==> config.mk <==
export PLATFORM = sky130hd
export DESIGN_NAME = ddr3_req_sched
export DESIGN_NICKNAME = d
export VERILOG_FILES = /design/src/rtl/ddr3_req_sched.sv
export SDC_FILE = /design/constraint.sdc
export NUM_CORES = 1
export LEC_CHECK = 0
export BUFFER_PORTS_ARGS = -buffer_cell sky130_fd_sc_hd__clkbuf_2
export CAP_MARGIN = 25
export CORE_MARGIN = 1.5
export CORE_UTILIZATION = 30
export DETAILED_ROUTE_END_ITERATION = 8
export HOLD_SLACK_MARGIN = 0.12
export PLACE_DENSITY = 0.61
export SKIP_CTS_REPAIR_TIMING = 1
export SLEW_MARGIN = 25
export SYNTH_ARGS = -nofsm -noshare
export SYNTH_HDL_FRONTEND = slang
export SYNTH_SLANG_ARGS = --single-unit
export TNS_END_PERCENT = 100
==> constraint.sdc <==
create_clock -name clock -period 3.35 [get_ports clock]
set_clock_uncertainty 0.15 [all_clocks]
set_input_delay 0.335 -clock clock [delete_from_list [all_inputs] [get_ports clock]]
set_output_delay 0.335 -clock clock [all_outputs]
set_load 0.1 [all_outputs]
==> src/rtl/ddr3_req_sched.sv <==
// ddr3_req_sched
//   Arbitrates between a write command port and a read command port in front
//   of a DDR3 command FSM. Multi-command sequences (closed by lst=1) are never
//   split. The bus direction changes only when the opposite side is waiting
//   and either the current side has gone quiet or it has used up its
//   MAX_BURSTS sequences. Every direction change inserts TURN_CYCLES idle
//   cycles.
//
// Ports
//   clock, reset_n              rising-edge clock, async active-low reset
//   wr_req_i/ack_o/lst_i/tid_i/adr_i   write command port (req/ack handshake)
//   rd_req_i/ack_o/lst_i/tid_i/adr_i   read command port (req/ack handshake)
//   cmd_valid_o, cmd_ready_i    command handshake towards the DDR3 FSM
//   cmd_write_o, cmd_last_o,
//   cmd_tid_o, cmd_adr_o        command payload, muxed from the active port
//   turn_o                      high while the bus is turning around
//
// State | meaning
//   IDLE | no direction chosen since reset
//   WR   | serving the write port
//   RD   | serving the read port
//   TURN | bus turnaround; count down, then enter the latched target
module ddr3_req_sched #(
  parameter int ADDRS        = 32,
  parameter int MEM_ID_WIDTH = 4,
  parameter int TURN_CYCLES  = 2,
  parameter int MAX_BURSTS   = 8
) (
  input  logic                    clock,
  input  logic                    reset_n,
  input  logic                    wr_req_i,
  output logic                    wr_ack_o,
  input  logic                    wr_lst_i,
  input  logic [MEM_ID_WIDTH-1:0] wr_tid_i,
  input  logic [ADDRS-1:0]        wr_adr_i,
  input  logic                    rd_req_i,
  output logic                    rd_ack_o,
  input  logic                    rd_lst_i,
  input  logic [MEM_ID_WIDTH-1:0] rd_tid_i,
  input  logic [ADDRS-1:0]        rd_adr_i,
  output logic                    cmd_valid_o,
  input  logic                    cmd_ready_i,
  output logic                    cmd_write_o,
  output logic                    cmd_last_o,
  output logic [MEM_ID_WIDTH-1:0] cmd_tid_o,
  output logic [ADDRS-1:0]        cmd_adr_o,
  output logic                    turn_o
);

  localparam logic [1:0] ST_IDLE = 2'd0;
  localparam logic [1:0] ST_WR   = 2'd1;
  localparam logic [1:0] ST_RD   = 2'd2;
  localparam logic [1:0] ST_TURN = 2'd3;

  localparam logic       TGT_RD      = 1'b0;
  localparam logic       TGT_WR      = 1'b1;
  localparam logic [7:0] BURST_MAX   = 8'(MAX_BURSTS);
  localparam logic [3:0] TURN_LOAD   = 4'(TURN_CYCLES);
  localparam logic       TURN_BYPASS = (TURN_CYCLES == 0);

  logic [1:0] state_q, state_d;
  logic       target_q, target_d;
  logic       seq_open_q, seq_open_d;
  logic [7:0] burst_q, burst_d;
  logic [3:0] turn_cnt_q, turn_cnt_d;

  logic       in_wr, in_rd;
  logic       own_req, own_lst, opp_req, accept;
  logic       seq_open_acc;
  logic [7:0] burst_acc;

  assign in_wr = (state_q == ST_WR);
  assign in_rd = (state_q == ST_RD);

  assign own_req = in_wr ? wr_req_i : rd_req_i;
  assign own_lst = in_wr ? wr_lst_i : rd_lst_i;
  assign opp_req = in_wr ? rd_req_i : wr_req_i;
  assign accept  = (in_wr | in_rd) & own_req & cmd_ready_i;

  assign cmd_valid_o = (in_wr & wr_req_i) | (in_rd & rd_req_i);
  assign wr_ack_o    = in_wr & wr_req_i & cmd_ready_i;
  assign rd_ack_o    = in_rd & rd_req_i & cmd_ready_i;
  assign cmd_write_o = in_wr;
  assign cmd_last_o  = own_lst;
  assign cmd_tid_o   = in_wr ? wr_tid_i : rd_tid_i;
  assign cmd_adr_o   = in_wr ? wr_adr_i : rd_adr_i;
  assign turn_o      = (state_q == ST_TURN);

  // Flag and burst count as they stand after this cycle's accept; the
  // switch decision looks at these so a closing lst=1 can trigger a turn
  // in the same cycle.
  always_comb begin
    seq_open_acc = seq_open_q;
    burst_acc    = burst_q;
    if (accept) begin
      seq_open_acc = ~own_lst;
      if (own_lst && (burst_q != BURST_MAX)) begin
        burst_acc = burst_q + 8'd1;
      end
    end
  end

  always_comb begin
    state_d    = state_q;
    target_d   = target_q;
    seq_open_d = seq_open_q;
    burst_d    = burst_q;
    turn_cnt_d = turn_cnt_q;
    case (state_q)
      ST_IDLE: begin
        seq_open_d = 1'b0;
        burst_d    = 8'd0;
        if (rd_req_i) begin
          state_d = ST_RD;
        end else if (wr_req_i) begin
          state_d = ST_WR;
        end
      end
      ST_WR, ST_RD: begin
        seq_open_d = seq_open_acc;
        burst_d    = burst_acc;
        if (!seq_open_acc && opp_req && (!own_req || (burst_acc == BURST_MAX))) begin
          target_d = in_rd ? TGT_WR : TGT_RD;
          burst_d  = 8'd0;
          if (TURN_BYPASS) begin
            state_d = in_rd ? ST_WR : ST_RD;
          end else begin
            state_d    = ST_TURN;
            turn_cnt_d = TURN_LOAD;
          end
        end
      end
      ST_TURN: begin
        // Loaded with TURN_CYCLES on entry; the cycle that sees 1 is the last.
        if (turn_cnt_q <= 4'd1) begin
          state_d    = (target_q == TGT_WR) ? ST_WR : ST_RD;
          turn_cnt_d = 4'd0;
          seq_open_d = 1'b0;
          burst_d    = 8'd0;
        end else begin
          turn_cnt_d = turn_cnt_q - 4'd1;
        end
      end
      default: begin
        state_d = ST_IDLE;
      end
    endcase
  end

  always_ff @(posedge clock or negedge reset_n) begin
    if (!reset_n) begin
      state_q    <= ST_IDLE;
      target_q   <= TGT_RD;
      seq_open_q <= 1'b0;
      burst_q    <= 8'd0;
      turn_cnt_q <= 4'd0;
    end else begin
      state_q    <= state_d;
      target_q   <= target_d;
      seq_open_q <= seq_open_d;
      burst_q    <= burst_d;
      turn_cnt_q <= turn_cnt_d;
    end
  end

endmodule

==> metrics.cfg, run 1 <==
[run_status]
status=finished, final reports clean

[cells_and_area]
stdcell_area_um2=2500
area_growth_pct=49.4
drive_gt1_frac=0.602
n_antenna_cell=0
nNetsFinal=394

[floorplan]
rows=27
initial_core_util=0.308
die_h_um=77.8
core_um2=5440
io_pins=121
die_w_um=77.8
die_area_um2=6050

[sta]
worstMarginPinSlew_ps=540
hold_violations=0
fmax_ghz=0.312
setup_violations=0
period_needed_ps=3200
slew_violations=0
rsz0062_at_grt=no
fin_setup_tns_ps=0
period_share=0.956
slew_headroom=0.633
hold-worst-slack_ps=342

[place]
place_congestion=0.834
io_buffers=120
placed_area_um2=2410
dpl.hpwl_mm=4.63

[worst_setup_path]
cp.buffers_inverters=2
cp_slowest_cell=or4b_1
slowest_delay_ps=520
worstPathArrival_ps=3190
endpoint_kind=register
worstPathRequired_ps=3340
critPathTopFamily=simple AND/OR/NAND/NOR gates
worst_setup_path_start_kind=register
path_max_fanout=5
crit_chain=inv_1 -> ha_1 -> nand2_1 -> buf_4 -> nor4_4 -> xnor2_1 -> or4b_1 -> o21ba_2 -> a211o_1 -> mux2_4
path_class=reg2reg

[cts]
cts_tree=done
insertion_delay_ps=250
cts-root-buf=clkbuf_8
cts_sinks=16
cts-buffers-inserted=3
cts_buffer_depth=2
htreeDepth=1
path_clk_slew_ps=70

[synthesis]
synthesis.nets=267
synth_top_flop_cell=dfrtp_1
synth_cells=178
ys_ff_latch=16
ys_types=42
async_flop_share=1.00
syn_area_per_cell_um2=9.42
syn-cell-area_um2=1680
yosysWarnings=0
synth_edf_count=0
synth_seq_area_share=0.239

[global_route]
met1_usage=0.255
grt_overflow=0
grt_use_met3=0.0576
grt_usage=0.177
top_usage_layer=met2
grt_max_degree=39
grt_pass1_vias=1662
antenna_found_initial=1
use_met2=0.265
grt_pass1_wl_mm=8.57

[routing]
vias=1847
route.detailed.drc=0
totalWireLength_mm=5.63
ant_nets=0
wl_per_cell_um=15.0
drtIter0Drc=67
dr.pass1.iters=4
vias_per_cell=4.91

[min_path]
hold_path.class=in2reg

[job]
drv_cap=0

==> cell families after synthesis <==
| group | count (synthesis) | synth area share |
|---|---|---|
| muxes | 45 | 0.305 |
| buffers and inverters | 17 | 0.0381 |
| xor gates and xnor gates | 2 | 0.0104 |
| AOI/OAI and AO/OA | 38 | 0.160 |
| and+or+nand+nor | 50 | 0.173 |
| adders and majority gates | 10 | 0.0746 |
| DFF | 16 | 0.239 |
==> tightest hold or removal path, cell delays in order <==
cell	delay, ps
clkbuf_2	150
a21oi_1	140
mux2i_1	70
==> Yosys cell counts, types with 2 or more instances <==
cell       n  area share
mux2_2    39        0.26
nand4_1    2      0.0075
ha_1      10       0.075
mux2i_1    3       0.018
nand2b_1   3       0.011
dfrtp_1   16        0.24
nor2_1     7       0.016
a32o_1     2       0.012
a21oi_1    7       0.021
a31oi_1    4       0.015
or4b_1     2       0.012
or3_1      2      0.0075
and4b_1    2       0.012
nor4_1     4       0.015
o21ai_1    2      0.0060
mux2i_2    2       0.016
nor3_1     7       0.021
and3_1     2      0.0075
a211o_1    2       0.010
nand3_1    9       0.027
o21ai_0    7       0.021
inv_1     10       0.022
nand2_1    7       0.016
a22o_1     4       0.021
clkbuf_1   6       0.013
==> state kept, by name (all words and copies together), names as in the netlist <==
| register | cells |
|---|---|
| burst_q | 8 |
| seq_open_q | 1 |
| state_q | 2 |
| target_q | 1 |
| turn_cnt_q | 4 |
==> path summary, 6_finish.rpt <==
path	slack, ps	from	cells after the start	to
max	150	state_q[0]$_DFFE_PN0P_	10	state_q[0]$_DFFE_PN0P_
min	340	rd_req_i	3	state_q[1]$_DFFE_PN0P_
min reg2reg	390	seq_open_q$_DFFE_PN0P_	1	seq_open_q$_DFFE_PN0P_
min in group asynchronous	410	reset_n	2	burst_q[5]$_DFFE_PN0P_
max in group asynchronous	2330	reset_n	2	state_q[0]$_DFFE_PN0P_
max reg2reg	150	state_q[0]$_DFFE_PN0P_	10	state_q[0]$_DFFE_PN0P_
==> metal layers <==
layer	routed length (µm)	vias up
met1	2750	861
met2	2500	52
met4	19	0
met3	364	2
li1	-	932
met5	0	-
==> area by class of cell <==
class | instances | area (µm²)
inverter | 10 | 37.5
clock buffer | 4 | 55.1
fill | 542 | 2930
tap | 72 | 90.1
multi-input combinational | 145 | 1250
sequential | 16 | 400
timing repair buffer | 129 | 671
==> stage by stage <==
| stage | util | worst slack (ps) | instances |
|---|---|---|---|
| floorplan | - | 39.3 | 178 |
| global placement | 0.444 | 185 | 371 |
| detailed placement | 0.444 | 126 | 371 |
| CTS | 0.454 | 80.0 | 375 |
| global route | 0.461 | 17.4 | 376 |
| finish | 0.461 | 146 | 376 |
==> placed cells by master (no fill, tap or decap), types with 2 or more instances in the layout <==
master	instances
or3_1	2
mux2_2	39
inv_1	10
mux2i_1	3
mux2i_2	2
nor4_1	3
nand4_1	2
or4b_1	2
nand2b_1	3
and4b_1	2
a21oi_1	7
clkbuf_8	4
buf_4	8
dfrtp_1	16
nor2_1	7
ha_1	8
a22o_1	4
a211o_1	2
a32o_1	2
nor3_1	6
nand2_1	7
a31oi_1	3
and3_1	2
o21ai_1	2
clkbuf_2	120
o21ai_0	7
nand3_1	9
Power of run 1 is left out: the tool's default activity adds up to more than one toggle a clock period on the data nets, which glitch-free logic cannot reach.
==> inputs of run 2 (changes only) <==
--- a/config.mk
+++ b/config.mk
@@ -11,4 +11,5 @@
 export CORE_UTILIZATION = 30
 export DETAILED_ROUTE_END_ITERATION = 8
+export GPL_ROUTABILITY_DRIVEN = 1
 export HOLD_SLACK_MARGIN = 0.12
 export PLACE_DENSITY = 0.61
==> constraint.sdc (replaced) <==
create_clock -name clock -period 3.35 [get_ports clock]
set_clock_uncertainty 0.15 [all_clocks]
set_input_delay 0.67 -clock clock [delete_from_list [all_inputs] [get_ports clock]]
set_output_delay 0.67 -clock clock [all_outputs]
set_load 0.1 [all_outputs]
==> run 2 against run 1 <==
Effect of this change:
- hold slack lost 160 ps
- final cell count shrank 0.27%
- setup slack gained 0.66 ps
- flip-flop and latch count is the same
- via count grew 0.97%
- critical path depth is the same
- clock-buffer cell count is the same
- first-iteration DRC count grew 87%
- highest routed layer unchanged
- routed wire length shrank 0.92%
- register-to-register slack is essentially flat
- design area shrank 0.85%
- sequential share of layout area grew 0.19 points
==> metrics.cfg, run 2 (synthesized netlist as in run 1, its figures left out) <==
[cts]
insertion_delay_ps=260
cts-root-buf=clkbuf_8
cts_tree=done
cts-buffers-inserted=3
htreeDepth=1
cts_buffer_depth=2
cts_sinks=16
path_clk_slew_ps=70

[worst_setup_path]
cp_slowest_cell=or4b_1
endpoint_kind=register
worstPathRequired_ps=3340
path_class=reg2reg
worst_setup_path_start_kind=register
cp.buffers_inverters=2
crit_chain=inv_1 -> ha_2 -> mux2i_2 -> buf_4 -> nor4_4 -> xnor2_1 -> or4b_1 -> o21ba_2 -> a211o_1 -> mux2_4
worstPathArrival_ps=3190
critPathTopFamily=multiplexers
slowest_delay_ps=520
path_max_fanout=6

[routing]
totalWireLength_mm=5.58
vias_per_cell=4.97
ant_nets=0
drtIter0Drc=125
route.detailed.drc=0
wl_per_cell_um=14.9
vias=1865
dr.pass1.iters=4

[floorplan]
initial_core_util=0.308
core_um2=5440
die_h_um=77.8
rows=27
die_w_um=77.8
io_pins=121
die_area_um2=6050

[global_route]
grt_max_degree=38
antenna_found_initial=1
grt_pass1_vias=1749
grt_overflow=0
grt_pass1_wl_mm=8.73
grt_usage=0.181

[run_status]
status=finished, final reports clean

[sta]
rsz0062_at_grt=no
period_share=0.956
fin_setup_tns_ps=0
final.setup.worst_slack_ps=146
setup_violations=0
period_needed_ps=3200
hold_violations=0
slew_headroom=0.617
hold-worst-slack_ps=187
worstMarginPinSlew_ps=577
fmax_ghz=0.312
slew_violations=0

[job]
drv_cap=0

[min_path]
hold_path.class=in2async

[cells_and_area]
largest_register=burst_q
largest_reg_flops=8
reg_top3=burst_q: 8 flops, turn_cnt_q: 4 flops, state_q: 2 flops
n_antenna_cell=0
nNetsFinal=393
layout_commonest_cell=clkbuf_2
layout_common_cells=120 x clkbuf_2, 39 x mux2_2, 15 x dfrtp_1
area_growth_pct=48.1
drive_gt1_frac=0.601

[place]
io_buffers=120
place_ws_ps=106
dpl.hpwl_mm=4.66
place_congestion=0.841

[run 2: cell count changes in the layout (fill, tap and decap cells not counted)]
cell,delta
dfrtp_1,-1
dfrtp_2,+1
dlygate4sd3_1,-1
nor4_1,+1
nor4_2,-1
nor4b_1,+1
nor4b_2,-1
[run 2: worst register-to-register path, delay by kind of cell (launching register included)]
family / cells / cell delay [ps]
mux: 2 / 630
simple gates: 2 / 580
compound gates: 2 / 530
flops: 1 / 400
buf+inv: 2 / 400
fa+ha+maj: 1 / 270
xor+xnor: 1 / 150
[run 2: stage by stage]
stage / std cells / util / area [µm²]
final: 375 / 0.457 / 2480
after CTS: 375 / 0.454 / 2470
after detailed placement: 371 / 0.444 / 2410
after global placement: 371 / 0.444 / 2410
after floorplan: 178 / - / 1690
after global routing: 375 / 0.457 / 2480
[run 2: final cells by class]
class                   instances  area [µm²]
flip-flops and latches         16         402
fillers                       540        2960
multi-input cells             145        1240
clock buffers                   4        55.1
repair buffers                128         661
inverters                      10        37.5
well taps                      72        90.1
[run 2: routing by layer]
metal  GRT usage  vias up  wire length, µm
met5           0        -                0
met4      0.0164        0               19
met3      0.0612        4              412
met2       0.282       47             2620
met1       0.249      884             2530
li1            -      930                -
[run 2: path summary, 6_finish.rpt]
check                                            start                      to  slack (ps)  depth (start not counted)
worst max-delay path            state_q[1]$_DFFE_PN0P_  state_q[0]$_DFFE_PN0P_         150                         10
worst min-delay path                           reset_n  burst_q[6]$_DFFE_PN0P_         190                          1
worst max register to register  state_q[1]$_DFFE_PN0P_  state_q[0]$_DFFE_PN0P_         150                         10
worst min register to register  seq_open_q$_DFFE_PN0P_  seq_open_q$_DFFE_PN0P_         390                          1
max in group asynchronous                      reset_n  state_q[0]$_DFFE_PN0P_        2530                          1
min in group clock              seq_open_q$_DFFE_PN0P_  seq_open_q$_DFFE_PN0P_         390                          1
Power of run 2 is left out for the same reason.
